$ cat src/rtl/bram_arbiter.sv
// bram_arbiter
// Two-master round-robin arbiter and sequencer for one port of a 32-bit,
// 4-lane, byte-addressable BRAM with 1-cycle read latency. Supports an
// exclusive lock for atomic multi-access sequences, bounded by lock_max
// consecutive transfers while the other master waits (0 = unbounded).
//
// Ports:
//   clk, rst_n              clock, asynchronous active-low reset
//   mX_req/lock/addr/we/wdata  master X command (we == 0000 means read)
//   mX_ready                command accepted this cycle (combinational)
//   mX_rvalid/rdata         read response, one cycle after acceptance
//   bram_clken/addr/we/wdata  BRAM port drive
//   bram_rdata              BRAM read data (valid 1 cycle after access)
module bram_arbiter #(
  parameter int unsigned addr_width = 12,
  parameter int unsigned lock_max   = 16
) (
  input  logic                  clk,
  input  logic                  rst_n,
  input  logic                  m0_req,
  input  logic                  m0_lock,
  input  logic [addr_width-1:0] m0_addr,
  input  logic [3:0]            m0_we,
  input  logic [31:0]           m0_wdata,
  output logic                  m0_ready,
  output logic                  m0_rvalid,
  output logic [31:0]           m0_rdata,
  input  logic                  m1_req,
  input  logic                  m1_lock,
  input  logic [addr_width-1:0] m1_addr,
  input  logic [3:0]            m1_we,
  input  logic [31:0]           m1_wdata,
  output logic                  m1_ready,
  output logic                  m1_rvalid,
  output logic [31:0]           m1_rdata,
  output logic                  bram_clken,
  output logic [addr_width-1:0] bram_addr,
  output logic [3:0]            bram_we,
  output logic [31:0]           bram_wdata,
  input  logic [31:0]           bram_rdata
);

  localparam int unsigned   LCW   = (lock_max == 0) ? 1 : $clog2(lock_max + 1);
  localparam logic [LCW-1:0] LCMAX = LCW'(lock_max);

  typedef enum logic [1:0] {
    S_FREE  = 2'd0,
    S_LOCK0 = 2'd1,
    S_LOCK1 = 2'd2
  } state_t;

  state_t         r_state;
  state_t         w_state_nxt;
  logic           r_last;
  logic           w_last_nxt;
  logic [LCW-1:0] r_lcnt;
  logic [LCW-1:0] w_lcnt_nxt;
  logic [LCW-1:0] w_lcnt_inc;
  logic           w_lim_hit;
  logic           w_gnt0;
  logic           w_gnt1;
  logic           r_m0_rvalid;
  logic           r_m1_rvalid;

  // State register: lock state, last-granted index, lock counter.
  always_ff @(posedge clk or negedge rst_n) begin
    if (!rst_n) begin
      r_state <= S_FREE;
      r_last  <= 1'b1;
      r_lcnt  <= '0;
    end else begin
      r_state <= w_state_nxt;
      r_last  <= w_last_nxt;
      r_lcnt  <= w_lcnt_nxt;
    end
  end

  assign w_lcnt_inc = r_lcnt + 1'b1;
  // Limit is judged on the count this accepted transfer would produce, so
  // the lock drops right after the lock_max-th contended transfer.
  assign w_lim_hit  = (lock_max != 0) && (w_lcnt_inc == LCMAX);

  // Next-state logic.
  always_comb begin
    w_state_nxt = r_state;
    w_last_nxt  = r_last;
    w_lcnt_nxt  = r_lcnt;

    if (w_gnt0) begin
      w_last_nxt = 1'b0;
    end else if (w_gnt1) begin
      w_last_nxt = 1'b1;
    end

    case (r_state)
      S_FREE: begin
        w_lcnt_nxt = '0;
        if (w_gnt0 && m0_lock) begin
          w_state_nxt = S_LOCK0;
        end else if (w_gnt1 && m1_lock) begin
          w_state_nxt = S_LOCK1;
        end
      end
      S_LOCK0: begin
        if (!m1_req) begin
          w_lcnt_nxt = '0;
        end else if (w_gnt0) begin
          w_lcnt_nxt = w_lcnt_inc;
        end
        if (w_gnt0 && !m0_lock) begin
          w_state_nxt = S_FREE;
        end else if (!m0_req && !m0_lock) begin
          w_state_nxt = S_FREE;
        end else if (w_gnt0 && m1_req && w_lim_hit) begin
          w_state_nxt = S_FREE;
        end
        if (w_state_nxt == S_FREE) begin
          w_lcnt_nxt = '0;
        end
      end
      S_LOCK1: begin
        if (!m0_req) begin
          w_lcnt_nxt = '0;
        end else if (w_gnt1) begin
          w_lcnt_nxt = w_lcnt_inc;
        end
        if (w_gnt1 && !m1_lock) begin
          w_state_nxt = S_FREE;
        end else if (!m1_req && !m1_lock) begin
          w_state_nxt = S_FREE;
        end else if (w_gnt1 && m0_req && w_lim_hit) begin
          w_state_nxt = S_FREE;
        end
        if (w_state_nxt == S_FREE) begin
          w_lcnt_nxt = '0;
        end
      end
      default: begin
        w_state_nxt = S_FREE;
        w_lcnt_nxt  = '0;
      end
    endcase
  end

  // Output logic: grant decision and BRAM port drive.
  always_comb begin
    w_gnt0 = 1'b0;
    w_gnt1 = 1'b0;
    if (rst_n) begin
      case (r_state)
        S_LOCK0: w_gnt0 = m0_req;
        S_LOCK1: w_gnt1 = m1_req;
        default: begin
          // r_last == 1 means M1 was granted last, so M0 wins contention.
          w_gnt0 = m0_req && (!m1_req || r_last);
          w_gnt1 = m1_req && (!m0_req || !r_last);
        end
      endcase
    end
  end

  always_comb begin
    bram_clken = w_gnt0 | w_gnt1;
    bram_addr  = '0;
    bram_we    = '0;
    bram_wdata = '0;
    if (w_gnt1) begin
      bram_addr  = m1_addr;
      bram_we    = m1_we;
      bram_wdata = m1_wdata;
    end else if (w_gnt0) begin
      bram_addr  = m0_addr;
      bram_we    = m0_we;
      bram_wdata = m0_wdata;
    end
  end

  // Read response: one-cycle pulse after an accepted read.
  always_ff @(posedge clk or negedge rst_n) begin
    if (!rst_n) begin
      r_m0_rvalid <= 1'b0;
      r_m1_rvalid <= 1'b0;
    end else begin
      r_m0_rvalid <= w_gnt0 && (m0_we == 4'b0000);
      r_m1_rvalid <= w_gnt1 && (m1_we == 4'b0000);
    end
  end

  assign m0_ready  = w_gnt0;
  assign m1_ready  = w_gnt1;
  assign m0_rvalid = r_m0_rvalid;
  assign m1_rvalid = r_m1_rvalid;
  assign m0_rdata  = bram_rdata;
  assign m1_rdata  = bram_rdata;

endmodule
$ cat config.mk
export PLATFORM = sky130hd
export DESIGN_NAME = bram_arbiter
export DESIGN_NICKNAME = d
export VERILOG_FILES = /design/src/rtl/bram_arbiter.sv
export SDC_FILE = /design/constraint.sdc
export NUM_CORES = 1
export LEC_CHECK = 0
export CAP_MARGIN = 15
export CORE_AREA = 2 2 98 100
export CTS_BUF_LIST = sky130_fd_sc_hd__clkbuf_4 sky130_fd_sc_hd__clkbuf_8
export CTS_CLUSTER_SIZE = 16
export DETAILED_ROUTE_END_ITERATION = 10
export DIE_AREA = 0 0 100 102
export GPL_TIMING_DRIVEN = 0
export HOLD_SLACK_MARGIN = 0.12
export PLACE_DENSITY = 0.7
export SYNTH_ARGS = -nofsm -noshare
export SYNTH_HDL_FRONTEND = slang
export SYNTH_SLANG_ARGS = --single-unit
$ cat constraint.sdc
create_clock -name clk -period 2.8 [get_ports clk]
set_input_delay 0.84 -clock clk [delete_from_list [all_inputs] [get_ports clk]]
set_output_delay 0.84 -clock clk [all_outputs]
set_load 0.02 [all_outputs]
==> results of run 1 <==
==> placed cells by master, fill, tap and decap left out, drive strengths merged, types with 2 or more instances in the layout <==
| cell type | instances |
|---|---|
| nand4 | 2 |
| clkbuf | 6 |
| or2 | 2 |
| dfrtp | 9 |
| nor2 | 4 |
| clkdlybuf4s50 | 164 |
| o21ai | 6 |
| inv | 5 |
| a21o | 2 |
| o22ai | 3 |
| nand2 | 10 |
| o2111ai | 2 |
| a22o | 48 |
| nand3 | 4 |
| ha | 5 |
| o211ai | 4 |
| nand2b | 3 |
| buf | 144 |
| or3 | 2 |
==> final timing paths <==
check	from	end	slack, ns	depth (start not counted)
max	r_state[0]	bram_wdata[16]	-0.19	9
min	rst_n	r_state[1]	0.44	1
max reg2reg	r_state[0]	r_lcnt[4]	0.60	10
min reg2reg	r_last	r_last	0.56	2
max in group asynchronous	rst_n	r_last	2.12	1
min in group clk	r_last	r_last	0.56	2
==> repair_timing <==
item / CTS / global route
hold endpoints to repair: 0 / 0
pin swaps: 9 / 4
gates cloned: 2 / 0
setup endpoints to repair: 53 / 51
gates resized for setup: 316 / 5
setup buffers: 11 / 4
==> worst reg2reg max path, cell delays in order (launching register included) <==
cell	delay (ns)
sky130_fd_sc_hd__dfrtp_1	0.40
sky130_fd_sc_hd__buf_4	0.15
sky130_fd_sc_hd__ha_2	0.22
sky130_fd_sc_hd__nand2b_1	0.17
sky130_fd_sc_hd__nand4_4	0.14
sky130_fd_sc_hd__buf_4	0.16
sky130_fd_sc_hd__buf_6	0.11
sky130_fd_sc_hd__inv_4	0.11
sky130_fd_sc_hd__o22ai_4	0.12
sky130_fd_sc_hd__or3_1	0.37
sky130_fd_sc_hd__o211ai_1	0.17
==> final cells by class <==
| cell class | instances | area share, % |
|---|---|---|
| multi-input combinational | 117 | 22.9 |
| sequential | 10 | 5.89 |
| clock buffer | 4 | 1.14 |
| tap | 111 | 3.25 |
| inverter | 5 | 0.498 |
| timing repair buffer | 235 | 52.2 |
| buffer | 75 | 14.1 |
==> registers in the layout, indices dropped and copies added (netlist names) <==
name       count
m1_rvalid      1
r_last         1
m0_rvalid      1
r_state        2
r_lcnt         5
==> power breakdown <==
group	internal, mW	switching (mW)	total (mW)
clock	0.110	0.0602	0.170
combinational	0.887	0.809	1.70
sequential	0.171	0.0195	0.190
==> logic make-up (layout without fill, tap and decap cells) <==
| family | count (synthesis) | in the layout | share of synthesized area [%] |
|---|---|---|---|
| buffers and inverters | 80 | 319 | 31.8 |
| and+or+nand+nor | 33 | 33 | 10.3 |
| adders and majority gates | 5 | 5 | 3.61 |
| DFF | 10 | 10 | 14.5 |
| AOI/OAI and AO/OA | 78 | 78 | 39.2 |
| muxes | 1 | 1 | 0.650 |
==> through the flow <==
stage	instance area [um2]	setup TNS, ns
finish	4270	-6.07
floorplan	1760	0
detailed placement	4080	-81.42
CTS	4230	-6.16
global route	4270	-10.38
global placement	4080	-79.80
==> routing by layer <==
| layer | global-route usage, % | vias to the layer above |
|---|---|---|
| li1 | - | 1196 |
| met1 | 18.0 | 1131 |
| met2 | 32.2 | 122 |
| met3 | 5.20 | 13 |
| met4 | 3.48 | 0 |
| met5 | 0 | - |
==> flow_summary.rst, run 1 <==
.. list-table::
   :header-rows: 1

   * - Metric
     - Value
   * - Time the worst path needs with I/O delays and setup
     - 2.99 ns
   * - Met3 routed WL
     - ~800 um
   * - Via count of the first global-routing pass
     - 2551
   * - Wire length per cell after detailed routing
     - roughly 17 um
   * - Bufs on Longest Clock Path
     - 2
   * - Distinct cells, synth
     - between 40 and 50
   * - Final period utilization
     - 107%
   * - Most area-consuming cells after synthesis
     - sky130_fd_sc_hd__buf_4 (28%), sky130_fd_sc_hd__a22o_1 (24%), sky130_fd_sc_hd__dfrtp_1 (13%), sky130_fd_sc_hd__ha_1 (3.6%), sky130_fd_sc_hd__o22ai_4 (2.3%)
   * - TritonCTS Buffers
     - 3
   * - Max IR drop VDD
     - approximately 230 uV
   * - Worst-path fanout max
     - 6
   * - Headroom to the max-slew limit
     - about three quarters
   * - Number of rows created at floorplan
     - 35
   * - Met2 routed wirelength
     - around 5000 um
   * - Source-to-sink clock delay at the later pin of the worst-skew pair
     - about 0.24 ns
   * - Final RePlAce weighted congestion
     - 0.857
   * - Routed wire length
     - a little over 9000 um
   * - Remaining antenna violation count
     - 0
   * - Number of design rule violations left after detail routing
     - 0
   * - Endpoints failing hold
     - 0
   * - Overall power consumption
     - approximately 2.1 mW
   * - Category of the most critical setup path
     - reg2out
   * - Flop and latch count out of synthesis
     - 10
   * - Share of cells above drive strength 1
     - 38.3%
   * - Power density over the cells
     - just under 500 mW/mm2
   * - RSZ-0062 raised after global routing
     - true
   * - Total Die Area
     - between 0.01 and 0.015 mm2
   * - Overall routing resource usage
     - between 15 and 20%
   * - P&R area growth vs syn
     - 146%
   * - Clock tree from TritonCTS
     - yes
   * - Cell with the largest stage delay on the worst path
     - sky130_fd_sc_hd__dfrtp_1
   * - Fillers
     - a little under 900
   * - Share of Yosys cell area claimed by the top area cell type
     - between 20% and 30%
   * - Status
     - finished with violations
   * - Aggregate global routing overflow
     - 0
   * - Ratio of routed vias to standard cells
     - roughly 4.4
   * - Final hold slack
     - between 0.4 and 0.5 ns
   * - DR vias
     - 2462
   * - Worst Clk Skew
     - 0.000469 ns
   * - Mapped Cells
     - 207
   * - FMAX
     - 335 MHz
   * - Layout Cells excl Fill
     - 557
   * - Antenna violations before repair
     - 0
   * - CTS Root Buffer Type
     - sky130_fd_sc_hd__clkbuf_8
   * - Data required time of the critical path
     - 1.96 ns
   * - Met1 WL
     - between 3000 and 4000 um
   * - Initial DRT Pass Iterations
     - 4
   * - Final setup violation count
     - 49
   * - Critical path launch point type
     - flop
   * - Async SR Flop Fraction
     - 100%
   * - Worst min-delay path class
     - in2async
   * - Total number of nets in the final design
     - 586
   * - Maximum cell stage delay along the critical path
     - ~0.41 ns
   * - Pin count of the biggest net entering global routing
     - 14
   * - Most used standard cell by instance count after synthesis
     - sky130_fd_sc_hd__buf_4
   * - Post-synthesis cell type with the largest combined area
     - sky130_fd_sc_hd__buf_4
   * - First-pass GRT wire length
     - approximately 13000 um
   * - Cell type group with the largest total delay on the critical path
     - simple AND/OR/NAND/NOR gates
   * - Height of the chip
     - between 100 and 150 um
   * - # IOs
     - 251
   * - # hold bufs at CTS
     - 0
   * - Pin slew with the least headroom to its limit
     - 0.377 ns
   * - Number of slew-limit violations in the final report
     - 0
   * - Post-synth top cells
     - sky130_fd_sc_hd__buf_4 (64), sky130_fd_sc_hd__a22o_1 (48), sky130_fd_sc_hd__nand2_1 (10)
   * - Cell seen most often among critical-path stages
     - sky130_fd_sc_hd__buf_6
   * - Yosys warning count
     - 0
   * - Violation count after the first detailed-route iteration
     - 44
   * - MaxCap Viol Count
     - 0
   * - Sequential cell area fraction in the yosys report
     - around 15%
   * - Minimum setup slack after placement
     - -1.77 ns
   * - Uppermost metal layer occupied by signal nets
     - met4
   * - Final core utilization
     - between 40% and 50%
   * - Sinks on Clock Net
     - 10
   * - Horizontal die dimension
     - approximately 100 um
   * - Clk slew on worst S/H paths
     - 0.05 ns
   * - Number of buffer and inverter stages on the critical path
     - 4
   * - Final critical-path setup slack
     - -0.186 ns
   * - Final antenna diode count
     - 0
   * - Cells along the critical path
     - inv_2 -> ha_4 -> or3b_4 -> nand4_4 -> nor2_4 -> buf_6 -> buf_6 -> a22o_1 -> buf_6
   * - Violated checks
     - setup timing
   * - Post-DP HPWL
     - a little under 8000 um
   * - Synthesized area divided by synthesized cell count
     - around 8.4 um2
   * - Commonest register cell after synthesis
     - sky130_fd_sc_hd__dfrtp_1
   * - Synth Net Count
     - between 300 and 400
   * - Starting density of the core
     - 19.0%
   * - Area of the multi-input gates
     - 980 um2
   * - Reg area
     - around 250 um2
   * - Lkg Pwr
     - between 1.5 and 2 nW
   * - Number of buffers added on ports
     - ~220
   * - Area of the core
     - approximately 0.0091 mm2
   * - Inst Count DP
     - roughly 540
   * - Data arrival time of the worst path
     - between 2 and 2.5 ns
   * - Number of synthesized flops with an enable pin
     - 0
   * - Netlist Area Pre-Place
     - 0.00173 mm2
   * - Critical Path Sink Type
     - output pin
   * - Deepest level of the CTS H-tree
     - 1
Power figures use the tool's default switching activity.
==> inputs of run 2 (changes only) <==
- ABC_AREA: default -> 1
- CORE_AREA: 2 2 98 100 -> 2 2 96 98
- DIE_AREA: 0 0 100 102 -> 0 0 98 100
- GPL_ROUTABILITY_DRIVEN: default -> 0
- PLACE_DENSITY: 0.7 -> 0.75
==> flow_summary.rst, run 2 <==
.. list-table::
   :header-rows: 1

   * - Metric
     - Value
   * - Int Pwr
     - 1.73 mW (+48%)
   * - Netlist Area Pre-Place
     - 0.00194 mm2 (+12%)
   * - Final setup violation count
     - 43 (-12%)
   * - Time the worst path needs with I/O delays and setup
     - 2.88 ns (-0.104 ns)
   * - Wire length per cell after detailed routing
     - 15.9 um (-4.0%)
   * - Remaining antenna violation count
     - 0 (unchanged)
   * - CTS Root Buffer Type
     - sky130_fd_sc_hd__clkbuf_8
   * - Initial DRT Pass Iterations
     - 4 (unchanged)
   * - Cells along the critical path
     - inv_2 -> ha_4 -> nand2_4 -> nand2_4 -> a21oi_4 -> buf_12 -> buf_12 -> clkbuf_16 -> nand2_2 -> nand2_2 -> buf_6
   * - Final antenna diode count
     - 0 (unchanged)
   * - Via count of the first global-routing pass
     - 3062 (+20%)
   * - Number of slew-limit violations in the final report
     - 0 (unchanged)
   * - DR vias
     - 3137 (+27%)
   * - Bufs on Longest Clock Path
     - 2 (unchanged)
   * - Most used standard cell by instance count after synthesis
     - sky130_fd_sc_hd__nand2_1
   * - Area of the core
     - 0.00889 mm2 (-2.4%)
   * - Final core utilization
     - 61.5% (+15 points)
   * - Ratio of routed vias to standard cells
     - 4.46 (+0.81%)
   * - Maximum cell stage delay along the critical path
     - 0.40 ns (about the same)
   * - Most area-consuming cells after synthesis
     - sky130_fd_sc_hd__buf_4 (25%), sky130_fd_sc_hd__nand2_1 (25%), sky130_fd_sc_hd__nand3_1 (15%), sky130_fd_sc_hd__dfrtp_1 (12%), sky130_fd_sc_hd__inv_1 (3.3%)
   * - Starting density of the core
     - 21.8% (+2.8 points)
   * - Sinks on Clock Net
     - 10 (unchanged)
   * - Number of buffer and inverter stages on the critical path
     - 5 (+1)
   * - Distinct cells, synth
     - 24 (-47%)
   * - Data arrival time of the worst path
     - 2.04 ns (-0.11 ns)
   * - Sequential fraction of design power
     - 6.1% (-3.2 points)
   * - Share of Yosys cell area claimed by the top area cell type
     - 24.8% (-3.0 points)
   * - Leading registers by flop count
     - r_lcnt x5, r_state x2
   * - MaxCap Viol Count
     - 0 (unchanged)
   * - Worst min-delay path class
     - in2async
   * - Number of design rule violations left after detail routing
     - 0 (unchanged)
   * - Post-synth top cells
     - sky130_fd_sc_hd__nand2_1 (128), sky130_fd_sc_hd__buf_4 (64), sky130_fd_sc_hd__nand3_1 (59)
   * - Power density over the cells
     - 584 mW/mm2 (+21%)
   * - Clock network power share
     - 5.8% (-2.5 points)
   * - First-pass GRT wire length
     - 15200 um (+14%)
   * - # hold bufs at CTS
     - 0 (unchanged)
   * - Most flop-heavy register
     - r_lcnt
   * - Cell type group with the largest total delay on the critical path
     - buffers and inverters
   * - Violation count after the first detailed-route iteration
     - 91 (+110%)
   * - RSZ-0062 raised after global routing
     - true
   * - # IOs
     - 251 (unchanged)
   * - Clock tree from TritonCTS
     - yes
   * - Most used cells in the layout excluding fill and tap cells
     - sky130_fd_sc_hd__clkdlybuf4s50_1 (164), sky130_fd_sc_hd__buf_4 (80), sky130_fd_sc_hd__nand2_1 (68)
   * - Pin count of the biggest net entering global routing
     - 11 (-3)
   * - Clk slew on worst S/H paths
     - 0.05 ns (about the same)
   * - Pin slew with the least headroom to its limit
     - 0.278 ns (-0.0989 ns)
   * - Synth Net Count
     - 478 (+38%)
   * - Data required time of the critical path
     - 1.96 ns (about the same)
   * - Critical Path Sink Type
     - output pin
   * - Aggregate global routing overflow
     - 0 (unchanged)
   * - Height of the chip
     - 100 um (-2.0%)
   * - TritonCTS Buffers
     - 3 (unchanged)
   * - Leading cell type in the layout, fill and taps excluded
     - sky130_fd_sc_hd__clkdlybuf4s50_1
   * - Fillers
     - 757 (-15%)
   * - Routed wire length
     - 11200 um (+21%)
   * - Switching share of power
     - 45.8% (+2.6 points)
   * - Mapped Cells
     - 339 (+64%)
   * - Number of buffers added on ports
     - 218 (unchanged)
   * - Category of the most critical setup path
     - reg2out
   * - Net switching power of the design
     - 1.46 mW (+65%)
   * - Flop and latch count out of synthesis
     - 10 (unchanged)
   * - Total number of nets in the final design
     - 733 (+25%)
   * - Post-synthesis cell type with the largest combined area
     - sky130_fd_sc_hd__buf_4
   * - Final period utilization
     - 103% (-3.7 points)
   * - Max FFs per register
     - 5 (unchanged)
   * - Max IR drop VDD
     - 244 uV (+7.7%)
   * - Horizontal die dimension
     - 98 um (-2.0%)
   * - Antenna violations before repair
     - 0 (unchanged)
   * - Overall power consumption
     - 3.20 mW (+55%)
   * - Commonest register cell after synthesis
     - sky130_fd_sc_hd__dfrtp_1
   * - Yosys warning count
     - 0 (unchanged)
   * - Source-to-sink clock delay at the later pin of the worst-skew pair
     - 0.24 ns (about the same)
   * - Layout Cells excl Fill
     - 704 (+26%)
   * - Share of cells above drive strength 1
     - 47.0% (+8.7 points)
   * - Number of synthesized flops with an enable pin
     - 0 (unchanged)
   * - Async SR Flop Fraction
     - 100% (unchanged)
   * - FMAX
     - 347 MHz (+3.6%)
   * - Status
     - finished with violations
   * - Combinational share of power
     - 88.1% (+5.6 points)
   * - Synthesized area divided by synthesized cell count
     - 5.72 um2 (-32%)
   * - Endpoints failing hold
     - 0 (unchanged)
   * - Violated checks
     - setup timing
   * - Worst-path fanout max
     - 7 (+1)
   * - Total Die Area
     - 0.00980 mm2 (-3.9%)
   * - Cell with the largest stage delay on the worst path
     - sky130_fd_sc_hd__dfrtp_1
   * - P&R area growth vs syn
     - 182%
   * - Critical path launch point type
     - flop
   * - Final critical-path setup slack
     - -0.0814 ns (+0.104 ns)
   * - Sequential cell area fraction in the yosys report
     - 13.0% (-1.5 points)
   * - Overall routing resource usage
     - 19.2% (+2.5 points)
   * - Inst Count DP
     - 668 (+25%)
   * - Worst Clk Skew
     - 0.00703 ns (+0.00656 ns)
   * - Headroom to the max-slew limit
     - 81.4% (+6.7 points)
   * - Post-DP HPWL
     - 7880 um (+0.68%)
   * - Number of rows created at floorplan
     - 35 (unchanged)
   * - Lkg Pwr
     - 2.61 nW (+37%)
   * - Deepest level of the CTS H-tree
     - 1 (unchanged)
-- run 2: changes by cell type after synthesis, moves of 3 or more --
cell / delta
sky130_fd_sc_hd__nand2_1: +118
sky130_fd_sc_hd__nand3_1: +55
sky130_fd_sc_hd__a22o_1: -48
sky130_fd_sc_hd__inv_1: +13
sky130_fd_sc_hd__nor2_1: +7
sky130_fd_sc_hd__clkbuf_1: +6
sky130_fd_sc_hd__nand2_2: +5
sky130_fd_sc_hd__o21ai_1: +5
sky130_fd_sc_hd__buf_1: -3
sky130_fd_sc_hd__nand2b_1: -3
sky130_fd_sc_hd__o211ai_1: -3
-- run 2: final cells by class --
type                       instances  area, um2  area share [%]
timing repair buffer             250       2640            48.2
tap                              111        139            2.54
sequential                        10        251            4.60
clock buffer                       4       55.1            1.01
inverter                          19       83.8            1.53
multi-input combinational        231       1540            28.1
buffer                            79        769            14.1
-- run 2: repair_timing --
| item | 4_1_cts | 5_1_grt |
|---|---|---|
| buffers inserted | 20 | 2 |
| endpoints found under the setup margin | 51 | 51 |
| pin swaps | 15 | 38 |
| resized for setup | 383 | 150 |
| gates cloned | 8 | 3 |
-- run 2: kinds of logic (layout without fill, tap and decap cells) --
| family | count (synthesis) | count (layout) | synth area share [%] |
|---|---|---|---|
| XOR/XNOR | 2 | 2 | 1.29 |
| buffers and inverters | 98 | 352 | 31.8 |
| adder cells (fa/ha/maj) | 5 | 5 | 3.23 |
| flip-flops | 10 | 10 | 13.0 |
| AO/OA/AOI/OAI | 13 | 13 | 3.68 |
| AND/OR/NAND/NOR | 211 | 211 | 47.0 |
-- run 2: power groups by stage --
stage                     Clock (mW)  Combinational, mW  Sequential, mW
after floorplan                    0              0.966           0.196
after global placement             0               1.76           0.202
after detailed placement           0               1.78           0.204
after CTS                      0.189               2.35           0.193
after global routing           0.196               2.97           0.197
final                          0.185               2.81           0.196
-- run 2: worst paths after layout --
check                      startpoint  cells past startpoint  slack [ns]            to
max                        r_state[0]                     11       -0.08  bram_addr[9]
min                             rst_n                      2        0.50     r_lcnt[4]
max reg2reg                r_state[0]                     13        0.65     r_lcnt[2]
min reg2reg                 r_lcnt[4]                      2        0.56     r_lcnt[4]
max in group asynchronous       rst_n                      2        2.16     m0_rvalid
min in group clk            r_lcnt[4]                      2        0.56     r_lcnt[4]
-- run 2: metal layers --
metal / vias up / global-route usage, % / part of all wire [%]
met2: 139 / 35.8 / 55
met4: 0 / 4.91 / 1.8
li1: 1525 / - / -
met5: - / 0 / 0
met1: 1457 / 22.0 / 36
met3: 16 / 4.81 / 6.3
-- run 2: metrics by stage --
stage               hold slack, ns  setup TNS, ns  cell area [um2]  worst slack [ns]
floorplan                    0.483              0             1940            0.0297
global placement             0.498         -74.49             4260             -1.54
detailed placement           0.510         -77.20             4260             -1.58
CTS                          0.500         -0.538             4890           -0.0381
global route                 0.503          -4.41             5470            -0.130
finish                       0.498          -1.68             5470           -0.0814
==> RTL change (config.mk and constraints of run 2) <==
Reset style: synchronous (`rst_n`), changed in 2 clocked blocks. Comments in the files are not updated.
--- a/src/rtl/bram_arbiter.sv
+++ b/src/rtl/bram_arbiter.sv
@@ -63,7 +63,7 @@
   logic           r_m1_rvalid;
 
   // State register: lock state, last-granted index, lock counter.
-  always_ff @(posedge clk or negedge rst_n) begin
+  always_ff @(posedge clk) begin
     if (!rst_n) begin
       r_state <= S_FREE;
       r_last  <= 1'b1;
@@ -176,7 +176,7 @@
   end
 
   // Read response: one-cycle pulse after an accepted read.
-  always_ff @(posedge clk or negedge rst_n) begin
+  always_ff @(posedge clk) begin
     if (!rst_n) begin
       r_m0_rvalid <= 1'b0;
       r_m1_rvalid <= 1'b0;
Formal check against the unedited RTL: differs if rst_n is asserted again (counterexample within 4 cycles, from zero or initial values and one cycle with rst_n low); with rst_n held inactive, the same outputs for 10 cycles.
==> RTL change against run 2 <==
Routed wire length decreased by 14%. Largest cell class unchanged. Sequential cell count unchanged. Area after synthesis increased by 1.5%. Critical endpoint is now bram_wdata[7]. Worst setup slack improved by 82 ps. Critical path depth decreased by 2. Sequential share of layout area increased by 0.059 points. Final area decreased by 18%. Synthesized cell count increased by 3.8%.
Power is not compared: it rests on default switching activity, and its combinational part moved more than twofold at a synthesized area within 25%.
==> RTL change: results (changes against run 2) <==
| Item | Reported | Delta |
| --- | --- | --- |
| Net total in the final layout | 728 | -0.68% |
| Antenna violations before repair | 0 | unchanged |
| Pre-CTS setup slack | -1413 ps | +167.4 ps |
| Aggregate global-route resource usage | 18.24% | -0.99 points |
| Worst Reg-to-Reg Cells | 16 | +3 |
| Worst Clk Skew | 9.443 ps | +2.418 ps |
| Clk_lat worst skew | 240 ps | about the same |
| Ratio of cells with drive above 1 in the final layout | 29.25% | -18 points |
| Std cell rows | 35 | unchanged |
| Commonest register cell after synthesis | sky130_fd_sc_hd__dfxtp_1 |  |
| Sequential element share of the synthesized area | 10.17% | -2.8 points |
| Cell at the root of the clock tree | sky130_fd_sc_hd__clkbuf_8 |  |
| Endpoint of the worst-slack reg-to-reg timing path | r_lcnt[0]$_SDFFE_PN0P_ |  |
| Detailed-route vias per instance | 4.270 | -4.2% |
| Share of synthesized area spent on multiplexers | 0% | unchanged |
| Cell count after placement | 681 | +1.9% |
| Top cell types by occurrence after synthesis | sky130_fd_sc_hd__nand2_1 (123), sky130_fd_sc_hd__buf_4 (64), sky130_fd_sc_hd__nand3_1 (59), sky130_fd_sc_hd__nor2_1 (27), sky130_fd_sc_hd__inv_1 (17) |  |
| Synth unique cells | 28 | +17% |
| Mean instance size in the synthesized netlist | 5.595 sq um | -2.2% |
| Worst-case register-to-register setup slack | 720 ps | +70 ps |
| Global-route wire length before repair | 14520 microns | -4.6% |
| Clock transition at path regs | 40 ps |  |
| Number of filler cells placed in the layout | 864 | +14% |
| Synth Area in XOR/XNOR | 0% | -1.3 points |
| Synth Area in Compound Gates | 6.099% | +2.4 points |
| Hold Path Class | reg2reg |  |
| Initial drt markers | 56 | -38% |
| Critical Path End | bram_wdata[7] |  |
| Beginning of the worst register-to-register path | r_state[0]$_SDFFE_PN0P_ |  |
| Adder-cell share of the synthesized area | 3.177% | -0.049 points |
| Largest driver fanout on the critical path | 7 | unchanged |
| DP Wirelength | 7981 microns | +1.2% |
| Nets in the synthesized netlist | 491 | +2.7% |
| Highest clock frequency the design can meet | 0.3572 GHz | +2.9% |
| Largest cells by area after synthesis | sky130_fd_sc_hd__buf_4 (24%), sky130_fd_sc_hd__nand2_1 (23%), sky130_fd_sc_hd__nand3_1 (15%) |  |
| Largest registers ranked by flip-flop count | r_lcnt x5, r_state x2 |  |
| Via count of the first global-routing pass | 2944 | -3.9% |
| Headroom to the max-slew limit | 66.94% | -14 points |
| Wire length reported by the detailed router | 9592 microns | -14% |
| Fraction of synthesis flops using an asynchronous set or reset pin | 0% | -100 points |
| Result of the run | completed |  |
| Arrival time at the worst endpoint | 1960 ps | -80 ps |
| Number of vias after detailed routing | 2985 | -4.8% |
| Maximum number of pins on one net before global-route repair | 11 | unchanged |
| Total CTS buffers | 3 | unchanged |
| Leakage | 2.194 nW |  |
| Critical Path Start | m1_req |  |
| Max H-tree Level | 1 | unchanged |
| Number of diodes | 0 | unchanged |
| Worst supply voltage drop on vdd | 0.0001806 V |  |
| Yosys warnings | 0 | unchanged |
| Router iterations before antenna repair | 4 | unchanged |
[RTL change: worst max-delay path, stage by stage]
cell,delay [ps]
sky130_fd_sc_hd__buf_4,120
sky130_fd_sc_hd__inv_2,60
sky130_fd_sc_hd__a21oi_4,150
sky130_fd_sc_hd__nand3_4,160
sky130_fd_sc_hd__buf_4,170
sky130_fd_sc_hd__clkbuf_8,140
sky130_fd_sc_hd__nand3_1,110
sky130_fd_sc_hd__nand2_1,60
sky130_fd_sc_hd__buf_2,150
[RTL change: metrics by stage]
| stage | power, mW | hold WS [ps] | cell area (sq um) |
|---|---|---|---|
| 2_1_floorplan | 0.8365 | 497.4 | 1971 |
| 3_3_place_gp | 1.438 | 522.0 | 4292 |
| 3_5_place_dp | 1.447 | 530.7 | 4292 |
| 4_1_cts | 1.673 | 512.6 | 4378 |
| 5_1_grt | 1.845 | 549.4 | 4461 |
| 6_report | 1.720 | 522.0 | 4461 |
[RTL change: power breakdown]
group / internal, mW / switching [mW]
logic: 0.653 / 0.705
registers: 0.158 / 0.0190
clock network: 0.124 / 0.0608
[RTL change: cell type report]
class / count / share of cell area [%]
clock buffers: 4 / 1.234
inverters: 19 / 1.767
repair buffers: 232 / 46.98
well taps: 111 / 3.114
flip-flops and latches: 10 / 4.656
plain buffers: 79 / 15.26
multi-input cells: 244 / 26.98
[RTL change: metal layers]
layer | vias up | GRT usage [%] | wire length, microns
met5 | - | 0 | 0
met1 | 1320 | 19.98 | 3455
met4 | 0 | 3.205 | 94
li1 | 1529 | - | -
met3 | 8 | 5.641 | 912
met2 | 128 | 34.88 | 5130
[RTL change: cells by family after synthesis]
group	count (synthesis)
AND/OR/NAND/NOR	223
buffers and inverters	98
AO/OA/AOI/OAI	16
flip-flops	10
adder cells (fa/ha/maj)	5
[RTL change: timing repair]
| action | in CTS | in global routing |
|---|---|---|
| gates resized for setup | 262 | 38 |
| hold endpoints to repair | 0 | 0 |
| hold buffers | 0 | 0 |
| gates cloned | 2 | 1 |
| pin swaps | 5 | 4 |
| setup buffers | 8 | 4 |
| setup endpoints to repair | 51 | 51 |
[RTL change: worst min path at each step]
stage | slack, ps | end | cells past startpoint | start
final | 520 | r_state[1]$_SDFFE_PN0P_ | 2 | r_state[1]$_SDFFE_PN0P_
after global placement | 520 | r_last$_SDFFE_PN1P_ | 2 | r_last$_SDFFE_PN1P_
after CTS | 510 | r_state[1]$_SDFFE_PN0P_ | 2 | r_state[1]$_SDFFE_PN0P_
after global routing | 550 | r_state[1]$_SDFFE_PN0P_ | 2 | r_state[1]$_SDFFE_PN0P_
after detailed placement | 530 | r_lcnt[0]$_SDFFE_PN0P_ | 2 | r_lcnt[0]$_SDFFE_PN0P_
after floorplan | 500 | r_last$_SDFFE_PN1P_ | 2 | r_last$_SDFFE_PN1P_
